## src/rtl/bexkat1_ifetch.sv

```systemverilog
// bexkat1 instruction fetch stage.
// Fetches 32-bit words over a Wishbone-classic port and assembles the 64-bit IR
// (a set bit 0 in word0 marks a long instruction whose immediate follows in word1).
// Honours the hazard-unit stall and redirects from EXE.
// Optional feature: define BEXKAT1_IFETCH_COUNT_EN to add fetch_count_o, a running
// count of instructions delivered to ID.
module bexkat1_ifetch #(
    parameter logic [31:0] RESET_VEC = 32'h0000_0000
) (
    input  logic        clk_i,
    input  logic        rst_i,
    input  logic        stall_i,
    input  logic        pc_set_i,
    input  logic [31:0] pc_i,
    output logic        bus_cyc_o,
    output logic        bus_stb_o,
    output logic [31:0] bus_adr_o,
    input  logic [31:0] bus_dat_i,
    input  logic        bus_ack_i,
    output logic [63:0] ir_o,
    output logic [31:0] pc_o
`ifdef BEXKAT1_IFETCH_COUNT_EN
    ,
    output logic [31:0] fetch_count_o
`endif
);

    typedef enum logic [1:0] {
        S_IDLE = 2'd0,
        S_W0   = 2'd1,
        S_W1   = 2'd2,
        S_HOLD = 2'd3
    } state_t;

    state_t      state, next_state;
    logic [31:0] fetch_pc, fetch_pc_next;
    logic [31:0] word0, word0_next;
    logic [63:0] ir_q, ir_next;
    logic [31:0] pc_q, pc_next;
    logic [63:0] pend_ir, pend_ir_next;
    logic [31:0] pend_pc, pend_pc_next;
    logic        load_ir;
    logic        complete;
    logic [63:0] complete_ir;
    logic [31:0] pc_advance;

    // The bus is only active while a word is being fetched; word1 sits right after word0.
    always_comb begin
        bus_cyc_o = (state == S_W0) || (state == S_W1);
        bus_stb_o = bus_cyc_o;
        bus_adr_o = (state == S_W1) ? fetch_pc + 32'd4 : fetch_pc;
    end

    assign ir_o = ir_q;
    assign pc_o = pc_q;

    // Next-state logic: instruction assembly, delivery to ID, stall parking and redirect.
    always_comb begin
        next_state    = state;
        fetch_pc_next = fetch_pc;
        word0_next    = word0;
        ir_next       = stall_i ? ir_q : 64'h0;
        pc_next       = stall_i ? pc_q : 32'h0;
        pend_ir_next  = pend_ir;
        pend_pc_next  = pend_pc;
        load_ir       = 1'b0;
        complete      = 1'b0;
        complete_ir   = 64'h0;
        pc_advance    = 32'd0;

        case (state)
            S_IDLE: next_state = S_W0;
            S_W0: begin
                if (bus_ack_i) begin
                    word0_next = bus_dat_i;
                    if (bus_dat_i[0]) begin
                        next_state = S_W1;
                    end else begin
                        complete    = 1'b1;
                        complete_ir = {32'h0, bus_dat_i};
                        pc_advance  = 32'd4;
                    end
                end
            end
            S_W1: begin
                if (bus_ack_i) begin
                    complete    = 1'b1;
                    complete_ir = {bus_dat_i, word0};
                    pc_advance  = 32'd8;
                end
            end
            S_HOLD: begin
                if (!stall_i) begin
                    ir_next    = pend_ir;
                    pc_next    = pend_pc;
                    load_ir    = 1'b1;
                    next_state = S_W0;
                end
            end
            default: next_state = S_IDLE;
        endcase

        if (complete) begin
            fetch_pc_next = fetch_pc + pc_advance;
            if (!stall_i) begin
                ir_next    = complete_ir;
                pc_next    = fetch_pc;
                load_ir    = 1'b1;
                next_state = S_W0;
            end else begin
                pend_ir_next = complete_ir;
                pend_pc_next = fetch_pc;
                next_state   = S_HOLD;
            end
        end

        if (pc_set_i) begin
            fetch_pc_next = pc_i & 32'hFFFF_FFFC;
            ir_next       = 64'h0;
            pc_next       = 32'h0;
            pend_ir_next  = 64'h0;
            pend_pc_next  = 32'h0;
            load_ir       = 1'b0;
            next_state    = S_IDLE;
        end
    end

    // State register with synchronous active-low reset.
    always_ff @(posedge clk_i) begin
        if (!rst_i) begin
            state    <= S_IDLE;
            fetch_pc <= RESET_VEC;
            word0    <= 32'h0;
            ir_q     <= 64'h0;
            pc_q     <= 32'h0;
            pend_ir  <= 64'h0;
            pend_pc  <= 32'h0;
        end else begin
            state    <= next_state;
            fetch_pc <= fetch_pc_next;
            word0    <= word0_next;
            ir_q     <= ir_next;
            pc_q     <= pc_next;
            pend_ir  <= pend_ir_next;
            pend_pc  <= pend_pc_next;
        end
    end

`ifdef BEXKAT1_IFETCH_COUNT_EN
    // Count every instruction handed to ID; redirects do not clear it.
    always_ff @(posedge clk_i) begin
        if (!rst_i) begin
            fetch_count_o <= 32'h0;
        end else if (load_ir) begin
            fetch_count_o <= fetch_count_o + 32'd1;
        end
    end
`else
    logic unused_load;
    assign unused_load = load_ir;
`endif

endmodule

```

## config.mk

```make
export PLATFORM = sky130hd
export DESIGN_NAME = bexkat1_ifetch
export DESIGN_NICKNAME = d
export VERILOG_FILES = /design/src/rtl/bexkat1_ifetch.sv
export SDC_FILE = /design/constraint.sdc
export NUM_CORES = 1
export LEC_CHECK = 0
export CORE_MARGIN = 3
export CORE_UTILIZATION = 33
export DETAILED_ROUTE_END_ITERATION = 8
export SETUP_SLACK_MARGIN = 0.1
export SYNTH_ARGS = -nofsm -noshare
export SYNTH_HDL_FRONTEND = slang
export SYNTH_SLANG_ARGS = --single-unit
```

## constraint.sdc

```tcl
create_clock -name clk_i -period 3.46 [get_ports clk_i]
set_clock_uncertainty 0.15 [all_clocks]
set_input_delay 0.519 -clock clk_i [delete_from_list [all_inputs] [get_ports clk_i]]
set_output_delay 0.519 -clock clk_i [all_outputs]
set_load 0.02 [all_outputs]
```

==> Word level (Yosys, flattened, before mapping) <==
Index checks and enable logic that the tools add are counted.
{ "word_totals": {"elab_cells": 56, "input_bits": 69, "register_bits": 258, "output_inout_bits": 130} }
{ "op_classes": {"add_sub_neg": 2, "eq_ne": 6, "bitwise": 1, "reduce_logical": 8, "muxes": 31} }
{ "op_table": {"columns": ["op", "count"], "rows": [
  ["$mux 64", 6],
  ["$mux 32", 10],
  ["$pmux 64 s2", 1],
  ["$add 32x3->32 const B", 1],
  ["$add 32x32->32", 1],
  ["$mux 2", 5],
  ["$ne 3x3->1 const B", 3],
  ["$pmux 4 s2", 1],
  ["$mux 3", 2],
  ["$pmux 2 s3", 1],
  ["$eq 2x2->1 const B", 2],
  ["$mux 4", 1],
  ["$reduce_and 2->1", 2],
  ["$reduce_and 4->1", 1],
  ["$reduce_bool 4->1", 1],
  ["$mux 1", 3],
  ["$eq 2x1->1 const B", 1],
  ["$logic_not 2->1", 1],
  ["$pmux 1 s2", 1],
  ["$reduce_bool 2->1", 1],
  ["$reduce_or 2->1", 1],
  ["$logic_or 1x1->1", 1],
  ["$not 1->1", 1]
]} }

==> Logic depth before layout (Yosys ltp) <==
Gate-level depths: netlist of run 1.
{ "logic_depth": {"depth_word": 6, "depth_mapped": 15, "depth_no_buf": 11} }

==> Least setup slack after synthesis of run 1 <==
Ideal clock, no wire load.
{ "synth_timing": {"kind": "register to register", "startpoint": "register state[0]", "endpoint": "register fetch_pc[24]", "required_time_ns": 3.192, "setup_ns": 0.118, "synth_period_minus_slack_ns": 3.764, "path_slack_ns": -0.304, "path_stages_with_launch": 15, "t_arrival_ns": 3.496, "path_buffers": 3, "cell_sequence": "dfxtp_1 inv_1 ha_1 nor2b_1 buf_2 and2_1 clkbuf_1 buf_1 ha_1 inv_1 fa_1 nor3b_1 o21ai_1 or4_1 o2111a_1"} }
{ "synth_via": {"elab_chain_cells": 5, "word_cells_on_any_way": 8, "classes_between": "add/sub: 1; eq/ne: 2; mux: 4; reduce/logical: 1"} }
{ "synth_lines": {"columns": ["item", "line", "source"], "rows": [
  ["from (decl)", "35", "state_t state, next_state;"],
  ["from (signal assigned)", "139", "state <= next_state;"],
  ["$eq 2x2->1 / $eq 2x1->1 (equally long branches)", "71", "case (state)"],
  ["$pmux 4 s2", "71", null],
  ["$add 32x32->32", "104", "fetch_pc_next = fetch_pc + pc_advance;"],
  ["$mux 32", "103", "if (complete) begin"],
  ["$mux 32", "117", "if (pc_set_i) begin"],
  ["to (signal assigned)", "140", "fetch_pc <= fetch_pc_next;"],
  ["to (decl)", "36", "logic [31:0] fetch_pc, fetch_pc_next;"]
]} }
Several ways; a longest one is shown, not always the timed one. The select of a mux whose other input is x is not followed.
A chain may end at the register's enable or synchronous reset.

==> Worst setup path after layout of run 1 <==
{ "layout_timing": {"startpoint": "register state[0]", "endpoint": "output port bus_adr_o[16]"} }
{ "layout_via": {"elab_chain_cells": 2} }
{ "layout_lines": {"columns": ["item", "line", "source"], "rows": [
  ["$eq 2x2->1", "51", "bus_adr_o = (state == S_W1) ? fetch_pc + 32'd4 : fetch_pc;"],
  ["$mux 32", "51", null],
  ["to (decl)", "17", "output logic [31:0] bus_adr_o,"]
]} }
No other way between the ends.

==> results of run 1 <==
==> flip-flops by register name (all words and copies together), names as in the netlist <==
| signal | count |
|---|---|
| word0 | 32 |
| pend_ir | 64 |
| ir_o | 64 |
| pc_o | 32 |
| fetch_pc | 30 |
| state | 2 |
| pend_pc | 30 |
==> through the flow <==
step           setup WS (ns)  cell area, µm²  cells
3_5_place_dp        -0.00697           13700   1914
4_1_cts               0.0507           14700   1967
6_report               0.205           14800   1970
3_3_place_gp          0.0200           13700   1914
2_1_floorplan          0.131           11500   1376
5_1_grt               0.0705           14800   1969
==> timing repair <==
action / 4_1_cts / 5_1_grt
pin swaps: 0 / 1
setup endpoints to repair: 22 / 14
resized for setup: 36 / 25
setup buffers: 0 / 1
==> area by class of cell <==
cell class,instances,area share
Clock inverter,12,0.0100
Antenna cell,2,0.000339
Timing Repair Buffer,253,0.165
Clock buffer,41,0.0556
Tap cell,448,0.0380
Multi-Input combinational cell,948,0.383
Inverter,12,0.00322
Sequential cell,254,0.345
==> kinds of logic (layout without fill, tap and decap cells) <==
logic type / count (synthesis) / count (layout)
compound gates: 436 / 436
flops: 254 / 254
buf+inv: 174 / 318
other cells: 1 / 4
xor+xnor: 34 / 34
fa+ha+maj: 7 / 7
simple gates: 469 / 469
==> layer usage <==
layer	share of wire	global-route usage
met1	0.45	0.269
met2	0.46	0.321
met3	0.066	0.0350
met4	0.019	0.0505
met5	0	0
==> placed cells by master, fill, tap and decap left out, drive strengths merged, types with 6 or more instances in the layout <==
cell type | Yosys | routed
dlygate4sd2 | 0 | 7
o31ai | 6 | 6
nor4 | 8 | 8
clkbuf | 116 | 46
clkdlybuf4s50 | 0 | 172
nor2 | 80 | 80
a31oi | 11 | 11
nand2 | 182 | 182
a211oi | 6 | 6
inv | 11 | 13
nand3 | 85 | 85
nor3 | 46 | 46
a22o | 33 | 33
clkinv | 1 | 6
and4 | 6 | 6
dfxtp | 254 | 254
a221oi | 63 | 63
dlymetal6s2s | 1 | 6
xnor2 | 20 | 20
a32oi | 34 | 34
o21ai | 96 | 96
or4 | 11 | 11
a21oi | 135 | 135
or3 | 13 | 13
xor2 | 14 | 14
buf | 44 | 61
nand4 | 10 | 10
and3 | 10 | 10
ha | 6 | 6
a311oi | 31 | 31
==> report_power, final <==
group / total, W / leakage, nW / switching, W / internal [W]
registers: 0.00310 / 2.07 / 0.0000922 / 0.00301
clock network: 0.00312 / 0.472 / 0.00125 / 0.00187
logic: 0.000743 / 2.41 / 0.000440 / 0.000304
==> worst paths after layout <==
| kind | depth (start not counted) | from | to |
|---|---|---|---|
| max | 8 | state[0] | bus_adr_o[16] |
| min | 2 | pend_pc[2] | pend_pc[2] |
| max reg2reg | 12 | state[0] | fetch_pc[24] |
| min reg2reg | 2 | pend_pc[2] | pend_pc[2] |
==> tightest hold or removal path, cell delays in order, from the launching register on <==
cell and delay [ns]:
dfxtp_1 0.31, nand2_1 0.05, a21oi_1 0.05
==> impl_metrics.toml, run 1 <==
[global_routing]
antenna_found_initial = 1
grt_pass1_wl_um = 58600
grtUsageTotal = 0.197
overflow = 0
grt_pass1_vias = 10422
grt_max_degree = 96

[clocking]
cts_buffers = 29
root_buffer = "clkbuf_16"
clock-sinks = 254
clkTransAtPathRegs_ns = 0.06
insertion_delay_ns = 0.55
cts_tree = "yes"
clockBufferDepth = 3
cts_hold_buffers = 0
cts-htree-levels = 1

[logic_synthesis]
synthSimpleGateAreaFrac = 0.193
muxShareOfSynthArea = 0
yosysMostFrequentCell = "dfxtp_1"
synth_common_cells = "254 x dfxtp_1, 180 x nand2_1, 135 x a21oi_1, 110 x clkbuf_1, 94 x o21ai_0"
yosysTopAreaCell = "dfxtp_1"
synth_compound_area_frac = 0.255
seq_area_frac_synth = 0.446
syn_area_mm2 = 0.0114
synth-xor-area-share = 0.0261
yosysWarnings = 0
synthArstFlopShare = 0
synthDistinctLibCells = 63
ys.flop_type = "dfxtp_1"
synthesis.instances = 1375
synth_area_leaders = "dfxtp_1 45%, a21oi_1 5.9%, nand2_1 5.9%, a221oi_1 4.8%, o21ai_0 4.1%"
synth_area_per_cell_um2 = 8.30
yosys.area_share.adder = 0.00833
synth_enable_flop_cells = 0
synth_top_family_by_area = "compound AO/OA/AOI/OAI gates"
synth_top_area_share = 0.446
synth_seq_cells = 254

[place]
dpl.hpwl_um = 23300
port_buffers = 194
gp_congestion = 0.852

[pwr]
peakVddDrop_uv = 402
finalPower_w = 0.00697
p_leak_nw = 4.95
powerDensity_mw_per_mm2 = 472

[floorplan]
start_util = 0.338
row_count = 67
fp.dieW_um = 192
die-area_mm2 = 0.0369
die_h_um = 192
io_pins = 199
coreArea_mm2 = 0.0338

[timing]
hold_ws_ns = 0.304
worst_pin_slew_ns = 1.10
hold_viol = 0
fin_crit_sh = 0.941
rsz0062_at_grt = "yes"
tns_ns = 0
slew_headroom = 0.264
period_minus_slack_ns = 3.26
finalMaxSlewViolations = 0
setup_viol_count_final = 0
fmax_mhz = 307

[worst_setup_path]
crit_family = "simple AND/OR/NAND/NOR gates"
critPathKind = "flop to output port"
path_cells = "inv_1 -> ha_4 -> nand4_1 -> or4_4 -> buf_4 -> nor2_1 -> xor2_1 -> clkbuf_2"
critPathSlowestCell = "or4_4"
cp-start-kind = "flop"
worstPathMaxFanout = 8
r2r_setup_slack_ns = 0.42
crit_required_ns = 2.79
worstPathArrival_ns = 2.59
cp_num_buf_inv = 3
slowest_delay_ns = 0.62
crit_path_end_kind = "output port"

[cells_and_area]
utilization = 0.437
nets = 1574
seqCellArea_mm2 = 0.00510
nFillCells = 3289
multiInputGateArea_mm2 = 0.00565
layout-drive-gt1-share = 0.103
area_growth_pct = 29.3

[route]
routedWlPerCell_um = 19.2
drc = 0
ant_nets = 0
vias = 10956
drt-pass1-iter-count = 7
wl_um = 37900
drtIter0Drc = 866
via_per_inst = 5.56

[flow_run]
maxCapViolCount = 0

[worst_hold_path]
hold_class = "flop to flop"

[status]
status = "completed"
No activity file was read; power rests on OpenSTA's default activity.
==> run 2, diff against run 1 <==
--- a/config.mk
+++ b/config.mk
@@ -8,6 +8,7 @@
 export CORE_MARGIN = 3
 export CORE_UTILIZATION = 33
 export DETAILED_ROUTE_END_ITERATION = 8
+export PLACE_DENSITY = 0.67
 export SETUP_SLACK_MARGIN = 0.1
 export SYNTH_ARGS = -nofsm -noshare
 export SYNTH_HDL_FRONTEND = slang
==> run 2 against run 1 <==
- wire length down 2.1%
- count of clock-buffer cells in the layout decreased by 4
- sequential cell count unchanged
- utilization rose by 0.12 points
- critical path depth fell by 2
- die area unchanged
- clock power is essentially flat
- global-route usage fell by 0.34 points
- critical endpoint is now bus_adr_o[31]
==> impl_metrics.toml, run 2 (synthesis gave the netlist of run 1 again) <==
[floorplan]
io_pins = 199
row_count = 67
die-area_mm2 = 0.0369
die_h_um = 192
coreArea_mm2 = 0.0338
start_util = 0.338
fp.dieW_um = 192

[pwr]
seqPwrFrac = 0.441
clockPowerShare = 0.450
p_sw_w = 0.00180
swShare = 0.257
peakVddDrop_uv = 336
powerDensity_mw_per_mm2 = 473
p_int_w = 0.00520
power_frac_comb = 0.109
p_leak_nw = 4.99

[worst_hold_path]
min_from = "pend_ir[3]"
hold_class = "flop to flop"
min_path_cells = 2
whs_endpoint = "ir_o[3]"

[cells_and_area]
layout_commonest_cell = "dfxtp_1"
nets = 1580
instances_no_fill = 1974
utilization = 0.438
multiInputGateArea_mm2 = 0.00564
most-common-layout-cells = "248 x dfxtp_1, 180 x nand2_1, 174 x clkdlybuf4s50_1, 135 x a21oi_1, 94 x o21ai_0"
nFillCells = 3319
layout-drive-gt1-share = 0.103
area_growth_pct = 29.7
diodes = 0
seqCellArea_mm2 = 0.00509

[global_routing]
grt_pass1_vias = 10228
grt_max_degree = 96
grt_pass1_wl_um = 58000
grtUsageTotal = 0.193
antenna_found_initial = 0
overflow = 0

[clocking]
root_buffer = "clkbuf_16"
cts-htree-levels = 1
insertion_delay_ns = 0.55
clkTransAtPathRegs_ns = 0.06
clockBufferDepth = 3
clock-sinks = 254
cts_tree = "yes"
cts_buffers = 28

[timing]
hold_ws_ns = 0.295
fin_crit_sh = 0.955
slew_headroom = 0.261
finalMaxSlewViolations = 0
period_minus_slack_ns = 3.31
rsz0062_at_grt = "yes"
worst_pin_slew_ns = 1.11
fmax_mhz = 302
setup_ws_ns = 0.154
hold_viol = 0
setup_viol_count_final = 0

[place]
gp_congestion = 0.866
port_buffers = 194
pre_cts_slack_ns = -0.0350
dp_cells = 1921
dpl.hpwl_um = 23300

[route]
vias = 11055
wl_um = 37100
drc = 0
via_per_inst = 5.60
drt-pass1-iter-count = 5
ant_nets = 0
routedWlPerCell_um = 18.8
drtIter0Drc = 911

[worst_setup_path]
ff2ff_path_depth = 12
r2r_setup_slack_ns = 0.36
crit_required_ns = 2.79
cp-start-kind = "flop"
critPathKind = "flop to output port"
r2r-end = "fetch_pc[24]"
rr_startpoint = "state[0]"
worstPathMaxFanout = 11
worstPathArrival_ns = 2.64
crit_path_end_kind = "output port"

[flow_run]
maxCapViolCount = 0

[status]
status = "completed"
-- run 2: worst max-delay path, cell delays in order, from the launching register on --
cell	delay [ns]
dfxtp_1	0.49
nand4_1	0.12
buf_4	0.20
nor4_4	0.34
nand3_1	0.13
xnor2_1	0.17
clkdlybuf4s50_1	0.63
-- run 2: final cells by class --
| cell class | instances | area share |
|---|---|---|
| clock buffer | 37 | 0.0523 |
| tap | 448 | 0.0379 |
| sequential | 254 | 0.344 |
| clock inverter | 15 | 0.0134 |
| inverter | 12 | 0.00321 |
| timing repair buffer | 260 | 0.168 |
| multi-input combinational | 948 | 0.381 |
-- run 2: power groups by stage --
stage	Clock, W	Sequential [W]	Combinational [W]
5_1_grt	0.00331	0.00310	0.000825
3_3_place_gp	0	0.00315	0.000763
6_report	0.00315	0.00309	0.000762
2_1_floorplan	0	0.00314	0.000406
3_5_place_dp	0	0.00315	0.000770
4_1_cts	0.00320	0.00308	0.000765
-- run 2: routing by layer --
| metal | vias to the layer above | wire [µm] | global-route usage |
|---|---|---|---|
| met4 | 0 | 697 | 0.0452 |
| met5 | - | 0 | 0 |
| met1 | 5331 | 16400 | 0.268 |
| met3 | 49 | 2550 | 0.0290 |
| li1 | 5287 | - | - |
| met2 | 388 | 17400 | 0.317 |
-- run 2: timing repair --
item	CTS	global route
pin swaps	0	1
setup endpoints to repair	23	15
resized for setup	28	18
hold buffers	0	0
setup buffers	0	1
-- run 2: how the worst max path moves through the flow --
stage | end | slack (ns) | startpoint | depth (start not counted)
detailed placement | fetch_pc[24] | -0.04 | bus_ack_i | 11
global route | bus_adr_o[31] | 0.08 | fetch_pc[15] | 6
finish | bus_adr_o[31] | 0.15 | fetch_pc[15] | 6
CTS | bus_adr_o[26] | 0.05 | state[0] | 7
floorplan | fetch_pc[10] | 0.13 | state[1] | 14
global placement | fetch_pc[24] | 0.02 | bus_ack_i | 11
-- run 2: stage by stage --
step           cell area [µm²]  total power (W)  TNS [ns]
3_3_place_gp             13800          0.00391         0
2_1_floorplan            11500          0.00355         0
4_1_cts                  14800          0.00705         0
6_report                 14800          0.00700         0
3_5_place_dp             13800          0.00392   -0.0424
5_1_grt                  14800          0.00723         0
==> run 3, diff against run 2 <==
--- a/config.mk
+++ b/config.mk
@@ -5,6 +5,7 @@
 export SDC_FILE = /design/constraint.sdc
 export NUM_CORES = 1
 export LEC_CHECK = 0
+export CAP_MARGIN = 20
 export CORE_MARGIN = 3
 export CORE_UTILIZATION = 33
 export DETAILED_ROUTE_END_ITERATION = 8
==> results of run 3 <==
Final layout, timing and power as in run 2 (identical DEF).
